**src/rtl/commutator_pkg.sv**
```systemverilog
// Shared sizing and helpers for the 5-to-3 commutator grant controller.
package commutator_pkg;

  localparam int N_IN  = 5;
  localparam int N_OUT = 3;
  localparam int SEL_W = 3;
  localparam int CH_W  = $clog2(N_OUT);

  // Select value driven on an idle channel.
  localparam logic [SEL_W-1:0] NO_SRC  = {SEL_W{1'b0}};
  // Pointer value after reset so that the first search begins at input 0.
  localparam logic [SEL_W-1:0] PTR_RST = SEL_W'(N_IN - 1);

  // Binary index of a one-hot input vector (zero when no bit is set).
  function automatic logic [SEL_W-1:0] onehot_to_idx(input logic [N_IN-1:0] oh);
    logic [SEL_W-1:0] idx;
    idx = '0;
    for (int i = 0; i < N_IN; i++) begin
      if (oh[i]) idx = idx | SEL_W'(i);
    end
    return idx;
  endfunction

endpackage

```
**src/rtl/commutator_ctrl_if.sv**
```systemverilog
// Request/grant and channel-configuration bundle between requesters and the controller.
interface commutator_ctrl_if;
  import commutator_pkg::*;

  logic [N_IN-1:0]        req;
  logic [N_IN-1:0]        rel;
  logic [N_IN-1:0]        gnt;
  logic [N_OUT-1:0]       ch_vld;
  logic [N_OUT*SEL_W-1:0] ch_sel;
  logic                   all_busy;

  // Requester side.
  modport master (
    output req, rel,
    input  gnt, ch_vld, ch_sel, all_busy
  );

  // Controller side.
  modport slave (
    input  req, rel,
    output gnt, ch_vld, ch_sel, all_busy
  );

endinterface

```
**src/rtl/commutator_ctrl_rr_pick.sv**
```systemverilog
// Round-robin picker: first set candidate after the pointer, wrapping modulo N.
module rr_pick #(
  parameter int N = 5,
  parameter int W = 3
) (
  input  logic [N-1:0] cand,
  input  logic [W-1:0] ptr,
  output logic [N-1:0] win,
  output logic         any_valid
);

  assign any_valid = |cand;

  // Search ptr+1, ptr+2, ... ptr+N; the last step revisits ptr itself.
  always_comb begin
    logic found;
    win   = '0;
    found = 1'b0;
    for (int off = 1; off <= N; off++) begin
      int idx;
      idx = (int'(ptr) + off) % N;
      if (!found && cand[idx]) begin
        win[idx] = 1'b1;
        found    = 1'b1;
      end
    end
  end

endmodule

```
**src/rtl/commutator_ctrl.sv**
```systemverilog
// Grant controller for the 5-to-3 commutator: allocates free output channels
// to requesting inputs round-robin, one per cycle, and holds each grant until
// the input releases it. Channel registers directly configure the mux datapath.
module commutator_ctrl
  import commutator_pkg::*;
(
  input  logic               clk,
  input  logic               rst,
  commutator_ctrl_if.slave   bus
);

  logic [N_IN-1:0]  gnt_p0;
  logic [N_OUT-1:0] ch_vld_p0;
  logic [SEL_W-1:0] ch_sel_p0 [N_OUT];
  logic [SEL_W-1:0] ptr_p0;

  logic [N_IN-1:0]  gnt_nxt;
  logic [N_OUT-1:0] ch_vld_nxt;
  logic [SEL_W-1:0] ch_sel_nxt [N_OUT];
  logic [SEL_W-1:0] ptr_nxt;

  logic [N_IN-1:0]  cand;
  logic [N_IN-1:0]  rel_eff;
  logic [N_IN-1:0]  win_oh;
  logic             any_cand;
  logic [SEL_W-1:0] win_idx;
  logic [CH_W-1:0]  free_k;
  logic             have_free;
  logic             alloc;
  logic [N_OUT-1:0] ch_rel;

  // A release in the same cycle disqualifies the input, so release beats re-request.
  assign cand    = bus.req & ~gnt_p0 & ~bus.rel;
  assign rel_eff = bus.rel & gnt_p0;

  rr_pick #(
    .N (N_IN),
    .W (SEL_W)
  ) u_pick (
    .cand      (cand),
    .ptr       (ptr_p0),
    .win       (win_oh),
    .any_valid (any_cand)
  );

  assign win_idx = onehot_to_idx(win_oh);
  assign alloc   = any_cand & have_free;

  // Lowest-indexed idle channel, judged on start-of-cycle state only.
  always_comb begin
    have_free = 1'b0;
    free_k    = '0;
    for (int k = N_OUT - 1; k >= 0; k--) begin
      if (!ch_vld_p0[k]) begin
        have_free = 1'b1;
        free_k    = CH_W'(k);
      end
    end
  end

  // Map each honoured release onto the channel currently carrying that input.
  always_comb begin
    ch_rel = '0;
    for (int k = 0; k < N_OUT; k++) begin
      for (int i = 0; i < N_IN; i++) begin
        if (ch_vld_p0[k] && rel_eff[i] && (ch_sel_p0[k] == SEL_W'(i))) ch_rel[k] = 1'b1;
      end
    end
  end

  // Next grant/channel state: releases clear, then at most one new allocation.
  always_comb begin
    gnt_nxt = gnt_p0 & ~rel_eff;
    if (alloc) gnt_nxt = gnt_nxt | win_oh;
    ptr_nxt = alloc ? win_idx : ptr_p0;
    for (int k = 0; k < N_OUT; k++) begin
      ch_vld_nxt[k] = ch_vld_p0[k];
      ch_sel_nxt[k] = ch_sel_p0[k];
      if (ch_rel[k]) begin
        ch_vld_nxt[k] = 1'b0;
        ch_sel_nxt[k] = NO_SRC;
      end
      if (alloc && (free_k == CH_W'(k))) begin
        ch_vld_nxt[k] = 1'b1;
        ch_sel_nxt[k] = win_idx;
      end
    end
  end

  // State registers; reset drops every grant immediately.
  always_ff @(posedge clk) begin
    if (rst) begin
      gnt_p0    <= '0;
      ch_vld_p0 <= '0;
      ptr_p0    <= PTR_RST;
      for (int k = 0; k < N_OUT; k++) ch_sel_p0[k] <= NO_SRC;
    end else begin
      gnt_p0    <= gnt_nxt;
      ch_vld_p0 <= ch_vld_nxt;
      ptr_p0    <= ptr_nxt;
      for (int k = 0; k < N_OUT; k++) ch_sel_p0[k] <= ch_sel_nxt[k];
    end
  end

  assign bus.gnt      = gnt_p0;
  assign bus.ch_vld   = ch_vld_p0;
  assign bus.all_busy = &ch_vld_p0;

  for (genvar k = 0; k < N_OUT; k++) begin : g_sel
    assign bus.ch_sel[k*SEL_W +: SEL_W] = ch_sel_p0[k];
  end

endmodule

```
**src/flat_wrapper.sv**
```systemverilog
// flat-port wrapper written by rule: the top's interface ports become plain ports
module commutator_ctrl_flat import commutator_pkg::*;
  (clk, rst, bus_req, bus_rel, bus_gnt, bus_ch_vld, bus_ch_sel, bus_all_busy);
  commutator_ctrl_if bus_i ();
  input  logic clk;
  input  logic rst;
  input wire logic [$bits(bus_i.req)-1:0] bus_req;
  input wire logic [$bits(bus_i.rel)-1:0] bus_rel;
  output wire logic [$bits(bus_i.gnt)-1:0] bus_gnt;
  output wire logic [$bits(bus_i.ch_vld)-1:0] bus_ch_vld;
  output wire logic [$bits(bus_i.ch_sel)-1:0] bus_ch_sel;
  output wire logic [$bits(bus_i.all_busy)-1:0] bus_all_busy;
  assign bus_i.req = bus_req;
  assign bus_i.rel = bus_rel;
  assign bus_gnt = bus_i.gnt;
  assign bus_ch_vld = bus_i.ch_vld;
  assign bus_ch_sel = bus_i.ch_sel;
  assign bus_all_busy = bus_i.all_busy;
  commutator_ctrl u_core (.clk(clk), .rst(rst), .bus(bus_i));
endmodule
```
**config.mk**
```make
export PLATFORM = sky130hd
export DESIGN_NAME = commutator_ctrl_flat
export DESIGN_NICKNAME = d
export VERILOG_FILES = /design/src/rtl/commutator_pkg.sv /design/src/rtl/commutator_ctrl_if.sv /design/src/rtl/commutator_ctrl_rr_pick.sv /design/src/rtl/commutator_ctrl.sv /design/src/flat_wrapper.sv
export SDC_FILE = /design/constraint.sdc
export NUM_CORES = 1
export LEC_CHECK = 0
export ABC_AREA = 0
export BUFFER_PORTS_ARGS = -buffer_cell sky130_fd_sc_hd__buf_2
export CELL_PAD_IN_SITES_DETAIL_PLACEMENT = 1
export CELL_PAD_IN_SITES_GLOBAL_PLACEMENT = 1
export CORE_ASPECT_RATIO = 2
export CORE_MARGIN = 1.5
export CORE_UTILIZATION = 47
export CTS_BUF_LIST = sky130_fd_sc_hd__clkbuf_2
export CTS_CLUSTER_DIAMETER = 200
export DETAILED_ROUTE_END_ITERATION = 7
export GPL_ROUTABILITY_DRIVEN = 0
export PLACE_DENSITY_LB_ADDON = 0.1
export SLEW_MARGIN = 20
export SYNTH_ARGS = -nofsm -noshare
export SYNTH_HDL_FRONTEND = slang
export SYNTH_SLANG_ARGS = --single-unit
```
**constraint.sdc**
```tcl
create_clock -name clk -period 6.4 [get_ports clk]
set_input_delay 0.32 -clock clk [delete_from_list [all_inputs] [get_ports clk]]
set_output_delay 0.32 -clock clk [all_outputs]
set_load 0.01 [all_outputs]
```
* Word level (Yosys, flattened, before mapping)
Memories as Yosys holds them, arrays and structs flattened. Index checks and enable logic that the tools add are counted.
Operators by class: add/sub/neg operators 5, div/mod/pow operators 5, order comparisons 10, equal/unequal tests 14, mux-type cells 78, bitwise logic cells 16, reductions and logical operators 55
Operators with widths (number):
- $ge 32x1->1 const B | 5
- $lt 32x5->1 const B | 5
- $mod 32x4->32 const B | 5
- $mux 1 | 47
- $logic_and 1x1->1 | 42
- $mux 3 | 10
- $mux 5 | 6
- $or 5x5->5 | 5
- $and 5x5->5 | 4
- $eq 3x2->1 const B | 6
- $bmux 1 s3 | 5
- $demux 1 s3 | 5
- $not 5->5 | 3
- $mux 2 | 5
- $eq 3x1->1 const B | 3
- $eq 3x3->1 const B | 3
- $logic_not 3->1 | 3
- $add 3x2->4 const B | 2
- $add 3x3->4 const B | 2
- $reduce_bool 2->1 | 3
- $reduce_or 5->1 | 1
- $add 3x1->4 const B | 1
- $logic_not 1->1 | 4
- $or 1x1->1 | 3
- 5 further kinds | 5
Storage, ports and cells: register bits 11, RAM bits 9, bits of input ports 12, output and inout port bits 18, logic and storage cells 189, memories kept 1
Memory list:
- u_core.ch_sel_p0 | depth 3, width 3, rd ports 3, clocked after Yosys merged registers in 0, write ports 3, line commutator_ctrl.sv:14 | logic [SEL_W-1:0] ch_sel_p0 [N_OUT];

* Logic depth before layout (Yosys ltp)
Gate-level depths: netlist of run 1.
depth after elaboration 25, depth in mapped cells 20, mapped depth without buffers 16

* Modules after synthesis
Synthesis of run 1 repeated with hierarchy kept, for this count alone.
Second synthesis, totals: cells, all modules 516, area, all modules 3813.7 sq um
By module, submodules not included:
- rr_pick | instances 1, cells each 393, area an instance 2787.7 sq um, seq. area each 0.0 sq um
- commutator_ctrl | instances 1, cells each 123, area an instance 1026.0 sq um, seq. area each 400.4 sq um

* Least setup slack after synthesis of run 1
OpenSTA, ideal clock, no wires.
path type reg-to-reg, from reg u_core.ptr_p0[0], to mem u_core.ch_sel_p0[0][0], library setup time 95 ps, data arrival time 4656 ps, data required time 6305 ps, slack 1649 ps, cell stages (with the launch flop) 20, path buffers 4, clock period less this slack 4751 ps, path through dfxtp_1 -> buf_2 -> inv_1 -> buf_2 -> ha_1 -> ha_1 -> clkbuf_1 -> or4b_1 -> a31oi_1 -> nor2_2 -> ha_1 -> clkbuf_1 -> nand2b_1 -> a31oi_1 -> mux2i_1 -> a221o_1 -> or4_1 -> a211oi_2 -> nor3_1 -> a221oi_1
RTL lines:
- start, declared | line commutator_ctrl.sv:15 | logic [SEL_W-1:0] ptr_p0;
- start signal, assigned | line commutator_ctrl.sv:100 | ptr_p0 <= ptr_nxt;
- end, declared | line commutator_ctrl.sv:14

* Worst setup path in the final report of run 1
from reg u_core.ptr_p0[1], to reg u_core.gnt_p0[4], in the netlist u_core.bus.gnt[4]
On the way: cells in the longest elaborated chain, start to end 20, elaborated cells on any way between the ends 73, classes of those cells 5 x add/sub; 5 x div; 10 x order compare; 35 x mux; 5 x bitwise; 13 x reduce/logical
Ends and longest elaborated chain:
- parallel branches: the longest is 17 deep, another holds $mod 32x4->32
- $mux 5 (*) | line commutator_ctrl_rr_pick.sv:22 | if (!found && cand[idx]) begin
- $or 5x5->5 (*) | line commutator_ctrl.sv:74 | if (alloc) gnt_nxt = gnt_nxt | win_oh;
- $mux 5 (*) | line commutator_ctrl.sv:74
- end signal, assigned | line commutator_ctrl.sv:98 | gnt_p0 <= gnt_nxt;
- end, declared | line commutator_ctrl.sv:12 | logic [N_IN-1:0] gnt_p0;
Every way passes the cells marked *. The select of a mux whose other input is x is not followed. A chain may end at the register's enable or synchronous reset.

==> flow_summary.json, run 1 <==
{
  "status": "complete, no violations",
  "post_cts_resized": 0,
  "initial_core_util_pct": 48.0,
  "drtIter0Drc": 219,
  "synth_top_area_share_pct": 10.7,
  "synth_top_area_cell": "dfxtp_1",
  "cts_setup_buffers": 0,
  "finalCritPeriodShare_pct": 80.0,
  "diodes": 0,
  "powerDensity_mw_per_mm2": 544,
  "power_w": 0.00215,
  "fmax_mhz": 195,
  "cp-end-kind": "flop",
  "pre_cts_slack_ns": 1.33,
  "rows": 46,
  "clock_latency_ns": 0.34,
  "ioPinCount": 30,
  "gr-total-overflow": 0,
  "slew_headroom_pct": 32.0,
  "antenna_left": 0,
  "ff2ff_setup_slack_ns": 1.28,
  "grtUsageTotal_pct": 30.2,
  "synthToLayoutAreaGrowth_pct": 5.20,
  "cts_inserted_buffers": 3,
  "drive_above_1_share_pct": 15.9,
  "peakVddDrop_v": 0.000249,
  "synth_edf_count": 0,
  "cts-htree-levels": 1,
  "synth_common_cells": "nand2_1 (47), nor2_1 (40), ha_1 (30)",
  "num-fill-cells": 1046,
  "clk_pin_slew_ns": 0.20,
  "worst-path-max-fanout": 11,
  "fp.dieW_um": 66.2,
  "crit_type": "reg -> reg",
  "yosys_register_bits": 20,
  "ys_seq_area_share_pct": 10.7,
  "yosys.cell_count.top_type": "nand2_1",
  "hold_class": "in -> reg",
  "fin_ws_ns": 1.28,
  "rsz0062_at_grt": "false",
  "core_mm2": 0.00783,
  "ys_types": 91,
  "final_area_mm2": 0.00395,
  "routed-via-count": 4014,
  "drc": 0,
  "tns_ns": 0,
  "synth_area_leaders": "dfxtp_1 (11%), ha_1 (10%), nand2_1 (4.7%), nor2_1 (4.0%), o21ai_0 (3.6%)",
  "grt_pass1_wl_um": 20500,
  "grt_pass1_vias": 4012,
  "ys.flop_type": "dfxtp_1",
  "final_hold_viol_count": 0,
  "die-height_um": 129,
  "synth_area_mm2": 0.00375,
  "tightest_slew_ns": 1.02,
  "fin_crit_ns": 5.12,
  "synth.net_count": 553,
  "worstSetupStartpointType": "flop",
  "crit_required_ns": 6.62,
  "syn_avg_cell_area_um2": 7.35,
  "clock_sinks": 20,
  "antenna_found_initial": 0,
  "drv_cap": 0,
  "grt_max_degree": 55,
  "ctsHoldBuffers": 0,
  "leakage_nw": 1.54,
  "fin_util_pct": 50.5,
  "critPathArrivalTime_ns": 5.34,
  "dieArea_mm2": 0.00857,
  "post_dp_cell_area_mm2": 0.00393,
  "setup_viol": 0,
  "ctsRootBufferMaster": "clkbuf_2",
  "dp_hpwl_um": 9690,
  "cts_buffer_depth": 2,
  "fin_skew_ns": 0.0266,
  "port_buffers": 29,
  "synth-async-reset-ratio_pct": 0,
  "nNetsFinal": 564,
  "cts_tree": "yes",
  "drt-total-wl_um": 12500,
  "wire_per_inst_um": 20.3,
  "yosysWarnings": 0,
  "first_pass_iters": 4,
  "slew_viol_final": 0,
  "synthCells": 511,
  "viasPerCell": 6.51
}
## worst max-delay path: stages (launching register included)
cell and delay, ns:
dfxtp_1 0.42, inv_1 0.16, ha_1 0.36, a21oi_1 0.73, inv_1 0.17, ha_1 0.38, nand2b_1 0.20, a2111oi_0 0.55
nor3_2 0.24, xnor2_1 0.21, or4_4 0.55, o31ai_4 0.13, nor4_1 0.13, a211oi_2 0.56, o32ai_1 0.20
## cells in the final DEF (no fill, tap or decap), types with 11 or more instances in the layout
cell type,instances
a21oi_1,24
nand3_1,15
nor2_1,40
mux2i_1,12
or3_1,11
nor3_1,11
inv_1,23
nand4_1,14
nand2_1,47
nand2b_1,15
buf_2,29
dfxtp_1,19
o21ai_0,27
ha_1,30
## final timing paths
path                                      startpoint                   end  cells past startpoint
worst max-delay path                u_core.ptr_p0[1]     u_core.bus.gnt[4]                     14
worst min-delay path                      bus_rel[3]     u_core.bus.gnt[3]                      2
worst max register to register      u_core.ptr_p0[1]     u_core.bus.gnt[4]                     14
worst min register to register  u_core.bus.ch_vld[1]  u_core.bus.ch_vld[1]                      2
## kinds of logic (layout without fill, tap and decap cells)
group                      count (synthesis)  count (layout)  synth area share [%]
AOI/OAI and AO/OA                        160             160                  32.1
xor gates and xnor gates                   6               6                  1.80
adders and majority gates                 30              30                  10.0
buffers and inverters                     58              68                  6.80
DFF                                       20              20                  10.7
muxes                                     16              16                  5.30
and+or+nand+nor                          221             221                  33.4
## routing by layer
metal | global-route usage [%] | up-vias | part of all wire, %
li1 | - | 1970 | -
met1 | 38.6 | 1932 | 43
met2 | 51.3 | 79 | 50
met3 | 4.34 | 33 | 3.4
met4 | 9.72 | 0 | 3.3
met5 | 0 | - | 0
## state kept, by name (all words and copies together) (netlist names)
name / flops
u_core.ch_sel_p0: 9
u_core.bus.gnt: 5
u_core.bus.ch_vld: 3
u_core.ptr_p0: 3
## power by group
part / total [W] / internal [W] / switching, W
Combinational: 0.00190 / 0.000676 / 0.00122
Clock: 0.0000536 / 0.0000136 / 0.0000401
Sequential: 0.000196 / 0.000155 / 0.0000416
## area by class of cell
type | count | area, um2 | area share, %
clock buffer | 3 | 15.0 | 0.380
clock inverter | 1 | 3.75 | 0.0950
inverter | 26 | 97.6 | 2.47
multi-input combinational | 433 | 3100 | 78.5
sequential | 20 | 402 | 10.2
tap | 96 | 120 | 3.04
timing repair buffer | 38 | 213 | 5.38
## per-stage QoR
step / hold WS (ns) / cells
2_1_floorplan: 0.438 / 511
3_3_place_gp: 0.497 / 613
3_5_place_dp: 0.504 / 613
4_1_cts: 0.205 / 617
5_1_grt: 0.187 / 617
6_report: 0.194 / 617
Note: power is estimated with default switching activity, not from simulation.
==> run 2: changes to the inputs <==
- CORE_UTILIZATION: 47 -> 42
- clock period: 6.4 -> 4.2 ns (I/O delays scaled with it)
==> flow_summary.json, run 2 (synthesis results as in run 1) <==
{
  "status": "finished with violations",
  "violations": "negative setup slack",
  "ioPinCount": 30,
  "initial_core_util_pct": 43.4,
  "slew_viol_final": 0,
  "crit_top_cell": "ha_4",
  "grt_pass1_vias": 4766,
  "crit_required_ns": 4.49,
  "fmax_mhz": 237,
  "largest-register": "u_core.ch_sel_p0",
  "path_cells": "clkinvlp_4, ha_4, ha_4, or4b_4, a31oi_4, nor2_4, ha_4, and3_4, a21bo_4, a221oi_4, o31ai_4, or4_4, a211oi_2, buf_4, nor3_1, a221oi_1",
  "powerDensity_mw_per_mm2": 922,
  "rsz0062_at_grt": "true",
  "routed-via-count": 4660,
  "final_cell_mix": "buf_4 (79), nand2_1 (47), nor2_1 (39)",
  "tns_ns": -0.0270,
  "rows": 48,
  "setup_viol": 2,
  "drt-total-wl_um": 16500,
  "drtIter0Drc": 260,
  "final_common_cell": "buf_4",
  "final_cell_count_no_fill": 695,
  "grt_max_degree": 29,
  "drive_above_1_share_pct": 34.2,
  "antenna_found_initial": 1,
  "cts_buffer_depth": 2,
  "wire_per_inst_um": 23.8,
  "clock_sinks": 20,
  "placedCellCount": 663,
  "met3_usage_pct": 1.99,
  "crit_buf_inv": 2,
  "fp.dieW_um": 69.9,
  "slew_headroom_pct": 47.3,
  "port_buffers": 29,
  "clk_pin_slew_ns": 0.22,
  "synthToLayoutAreaGrowth_pct": 30.6,
  "clock_latency_ns": 0.37,
  "cp-end-kind": "flop",
  "cts_tree": "yes",
  "leakage_nw": 1.95,
  "ctsHoldBuffers": 0,
  "dp_hpwl_um": 12500,
  "final_area_mm2": 0.00490,
  "busiest_layer": "met2",
  "grtUsageTotal_pct": 33.2,
  "cts-htree-levels": 1,
  "crit_type": "reg -> reg",
  "antenna_left": 0,
  "worstSetupStartpointType": "flop",
  "finalCritPeriodShare_pct": 101,
  "core_mm2": 0.00865,
  "critPathArrivalTime_ns": 4.52,
  "first_pass_iters": 5,
  "cp_top_family": "compound AO/OA/AOI/OAI gates",
  "drv_cap": 0,
  "max_stage_delay_ns": 0.51,
  "fin_skew_ns": 0.0233,
  "fin_ws_ns": -0.0259,
  "hold_class": "in -> reg",
  "cts_inserted_buffers": 3,
  "worst-path-max-fanout": 5,
  "slowest_stage": "or4b_4",
  "grtUsageMet2_pct": 66.4,
  "gr-total-overflow": 0,
  "tightest_slew_ns": 0.783,
  "viasPerCell": 6.71,
  "grt_pass1_wl_um": 25000,
  "dieArea_mm2": 0.00955,
  "final_hold_viol_count": 0,
  "peakVddDrop_v": 0.000402,
  "fin_crit_ns": 4.23,
  "largest_reg_flops": 9,
  "nNetsFinal": 637,
  "drc": 0,
  "ctsRootBufferMaster": "clkbuf_2",
  "post_dp_cell_area_mm2": 0.00436,
  "die-height_um": 137,
  "ff2ff_setup_slack_ns": -0.03,
  "grtUsageMet1_pct": 30.9,
  "pre_cts_slack_ns": -0.116
}
==> run 2: worst paths after layout <==
path,startpoint,depth (start not counted),to
worst max-delay path,u_core.ptr_p0[1],16,u_core.ch_sel_p0[0][6]
worst min-delay path,bus_rel[3],2,u_core.bus.gnt[3]
worst max register to register,u_core.ptr_p0[1],16,u_core.ch_sel_p0[0][6]
worst min register to register,u_core.ch_sel_p0[0][2],2,u_core.ch_sel_p0[0][2]
==> run 2: cell type report <==
cell class,instances,area [um2]
clock buffers,4,20.0
multi-input cells,433,3470
diodes,1,2.50
fillers,1093,3740
inverters,26,105
flip-flops and latches,20,409
repair buffers,111,772
well taps,100,125
==> run 2: per-stage QoR <==
| step | total power, W | hold WS, ns | utilization, % |
|---|---|---|---|
| finish | 0.00452 | 0.0436 | 56.7 |
| global route | 0.00483 | 0.0526 | 56.7 |
| CTS | 0.00406 | 0.0495 | 53.3 |
| detailed placement | 0.00368 | 0.457 | 50.4 |
| global placement | 0.00356 | 0.453 | 50.4 |
| floorplan | 0.00262 | 0.328 | - |
==> run 2: power breakdown <==
group / leakage (nW) / internal, W / total (W) / switching (W)
clock network: 0.0166 / 0.0000251 / 0.0000932 / 0.0000681
registers: 0.165 / 0.000239 / 0.000309 / 0.0000700
logic: 1.77 / 0.00172 / 0.00412 / 0.00240
total: 1.95 / 0.00199 / 0.00452 / 0.00254
==> run 2: timing repair <==
item                       4_1_cts  5_1_grt
buffers inserted                21        6
pin swaps                       12       25
setup endpoints to repair       14       17
resized for setup               14       42
==> run 2: routing by layer <==
layer | vias up | part of all wire (%)
met5 | - | 0
met4 | 0 | 7.9
met2 | 149 | 56
met1 | 2319 | 34
met3 | 70 | 2.5
li1 | 2122 | -
==> run 3: changes to the inputs <==
- ABC_AREA: 0 -> 1
- CORE_MARGIN: 1.5 -> 2
- CORE_UTILIZATION: 42 -> 39
==> flow_summary.json, run 3 <==
{
  "status": "complete, no violations",
  "first_pass_iters": 4,
  "worstSetupStartpointType": "flop",
  "hold_class": "in -> reg",
  "final_common_cell": "nand2_1",
  "crit_type": "reg -> reg",
  "synth_edf_count": 0,
  "peakVddDrop_v": 0.000297,
  "grt_pass1_wl_um": 17600,
  "ys.flop_type": "dfxtp_1",
  "ioPinCount": 30,
  "drtIter0Drc": 104,
  "yosysWarnings": 0,
  "rows": 46,
  "antenna_found_initial": 1,
  "slew_headroom_pct": 62.6,
  "synth-async-reset-ratio_pct": 0,
  "powerDensity_mw_per_mm2": 919,
  "ff2ff_setup_slack_ns": 0.27,
  "slew_viol_final": 0,
  "largest-register": "u_core.ch_sel_p0",
  "grtUsageTotal_pct": 25.9,
  "antenna_left": 0,
  "syn_avg_cell_area_um2": 5.91,
  "net-switching-power_w": 0.00210,
  "nNetsFinal": 624,
  "p_int_w": 0.00127,
  "synth_area_leaders": "nand2_1 (17%), dfxtp_1 (13%), ha_1 (12%), inv_1 (9.5%), nand3_1 (7.8%)",
  "viasPerCell": 5.46,
  "yosys.cell_count.top_type": "nand2_1",
  "ys_seq_area_share_pct": 12.7,
  "hold_depth": 4,
  "wire_per_inst_um": 16.7,
  "drt-total-wl_um": 11300,
  "drc": 0,
  "final_cell_mix": "nand2_1 (138), inv_1 (78), nand3_1 (47)",
  "min_to": "u_core.bus.gnt[4]",
  "ys_types": 49,
  "seqPwrFrac_pct": 9.1,
  "port_buffers": 29,
  "cts_inserted_buffers": 3,
  "dieArea_mm2": 0.00886,
  "yosys_register_bits": 20,
  "finalCritPeriodShare_pct": 93.6,
  "gr-total-overflow": 0,
  "clk_pin_slew_ns": 0.24,
  "synthCells": 533,
  "synthToLayoutAreaGrowth_pct": 16.6,
  "fin_skew_ns": 0.0335,
  "fin_util_pct": 46.6,
  "drive_above_1_share_pct": 22.2,
  "rr_startpoint": "u_core.ptr_p0[0]",
  "synth_top_area_share_pct": 17.2,
  "cts_tree": "yes",
  "cts-htree-levels": 1,
  "power_frac_comb_pct": 86.4,
  "fp.dieW_um": 67.6,
  "dp_hpwl_um": 9620,
  "grt_pass1_vias": 3821,
  "clock_sinks": 20,
  "initial_core_util_pct": 40.0,
  "grt_max_degree": 19,
  "crit_required_ns": 4.50,
  "hold_ws_ns": 0.0834,
  "cts_buffer_depth": 2,
  "drv_cap": 0,
  "tightest_slew_ns": 0.556,
  "synth_area_mm2": 0.00315,
  "tns_ns": 0,
  "largest_reg_flops": 9,
  "ctsRootBufferMaster": "clkbuf_2",
  "startpoint": "u_core.ptr_p0[0]",
  "clock_latency_ns": 0.37,
  "routed-via-count": 3700,
  "synth_common_cells": "nand2_1 (144), inv_1 (80), nand3_1 (49)",
  "setup_viol": 0,
  "r2r_cells": 27,
  "synth_top_area_cell": "nand2_1",
  "die-height_um": 131,
  "cp-end-kind": "flop",
  "core_mm2": 0.00789,
  "synth.net_count": 575,
  "hold_start": "bus_rel[4]",
  "fin_crit_ns": 3.93,
  "r2r-end": "u_core.ch_sel_p0[0][8]",
  "critPathArrivalTime_ns": 4.23,
  "clkPwrFrac_pct": 4.5,
  "worst-path-max-fanout": 10,
  "leakage_nw": 1.89,
  "final_hold_viol_count": 0,
  "power.switching_fraction_pct": 62.2,
  "fmax_mhz": 254
}
[run 3: timing repair]
| action | in CTS | in global routing |
|---|---|---|
| setup buffers | 0 | 7 |
| resized for setup | 0 | 26 |
| hold buffers | 0 | 0 |
| setup endpoints to repair | 0 | 17 |
[run 3: through the flow]
stage               area [um2]  std cells  setup WS [ns]  power (W)
floorplan                 3150        533          0.638    0.00237
finish                    3670        678          0.267    0.00337
global placement          3490        666          0.226    0.00300
CTS                       3540        670        0.00449    0.00327
detailed placement        3490        666         0.0699    0.00310
global route              3670        678        -0.0961    0.00373
[run 3: layout make-up]
cell class / instances / area (um2)
fill: 1133 / 4210
multi-input combinational: 416 / 2440
sequential: 20 / 405
inverter: 90 / 348
timing repair buffer: 51 / 314
tap: 96 / 120
clock inverter: 1 / 30.0
clock buffer: 3 / 15.0
antenna: 1 / 2.50
[run 3: worst max-delay path, stage by stage (launching register included)]
cell	delay, ns
dfxtp_4	0.49
inv_6	0.08
ha_1	0.40
ha_2	0.23
nor2_2	0.07
nand2_1	0.09
nand2_2	0.10
inv_1	0.05
nand2_1	0.06
nand2_2	0.09
inv_2	0.07
ha_2	0.18
inv_1	0.05
nand2_1	0.07
inv_2	0.06
nor3_4	0.25
nand2_2	0.15
nand2_2	0.12
nand2_2	0.08
nand2_1	0.07
nand2_1	0.05
nand2_1	0.06
nand2_2	0.07
a21oi_4	0.20
nand4_1	0.19
nand4_1	0.29
nand2_1	0.12
a21oi_2	0.12
[run 3: worst max path at each step]
stage / to / slack (ns) / cells after the start
2_1_floorplan: u_core.ch_sel_p0[0][4] / 0.64 / 26
3_3_place_gp: u_core.bus.gnt[4] / 0.23 / 29
3_5_place_dp: u_core.bus.gnt[4] / 0.07 / 27
4_1_cts: u_core.ch_sel_p0[0][8] / 0.004 / 27
5_1_grt: u_core.ch_sel_p0[0][8] / -0.1 / 21
6_report: u_core.ch_sel_p0[0][8] / 0.27 / 27
[run 3: power groups by stage]
stage	Combinational, W	Clock, W	Sequential (W)
6_report	0.00291	0.000153	0.000306
5_1_grt	0.00325	0.000164	0.000318
4_1_cts	0.00280	0.000158	0.000304
3_5_place_dp	0.00279	0	0.000308
3_3_place_gp	0.00270	0	0.000305
2_1_floorplan	0.00204	0	0.000328
[run 3: cell families (layout without fill, tap and decap cells)]
logic type	Yosys count	in the layout	share of synthesized area, %
and+or+nand+nor	296	296	45.2
other	0	1	0
adders and majority gates	30	30	11.9
AOI/OAI and AO/OA	85	85	16.6
xor gates and xnor gates	5	5	1.63
buffers and inverters	97	145	12.0
DFF	20	20	12.7
[run 3: routing by layer]
layer / global-route usage, % / part of all wire, % / up-vias
met5: 0 / 0 / -
met4: 13.9 / 6.2 / 0
met3: 1.46 / 1.8 / 39
met2: 53.9 / 61 / 69
met1: 21.4 / 31 / 1742
li1: - / - / 1850
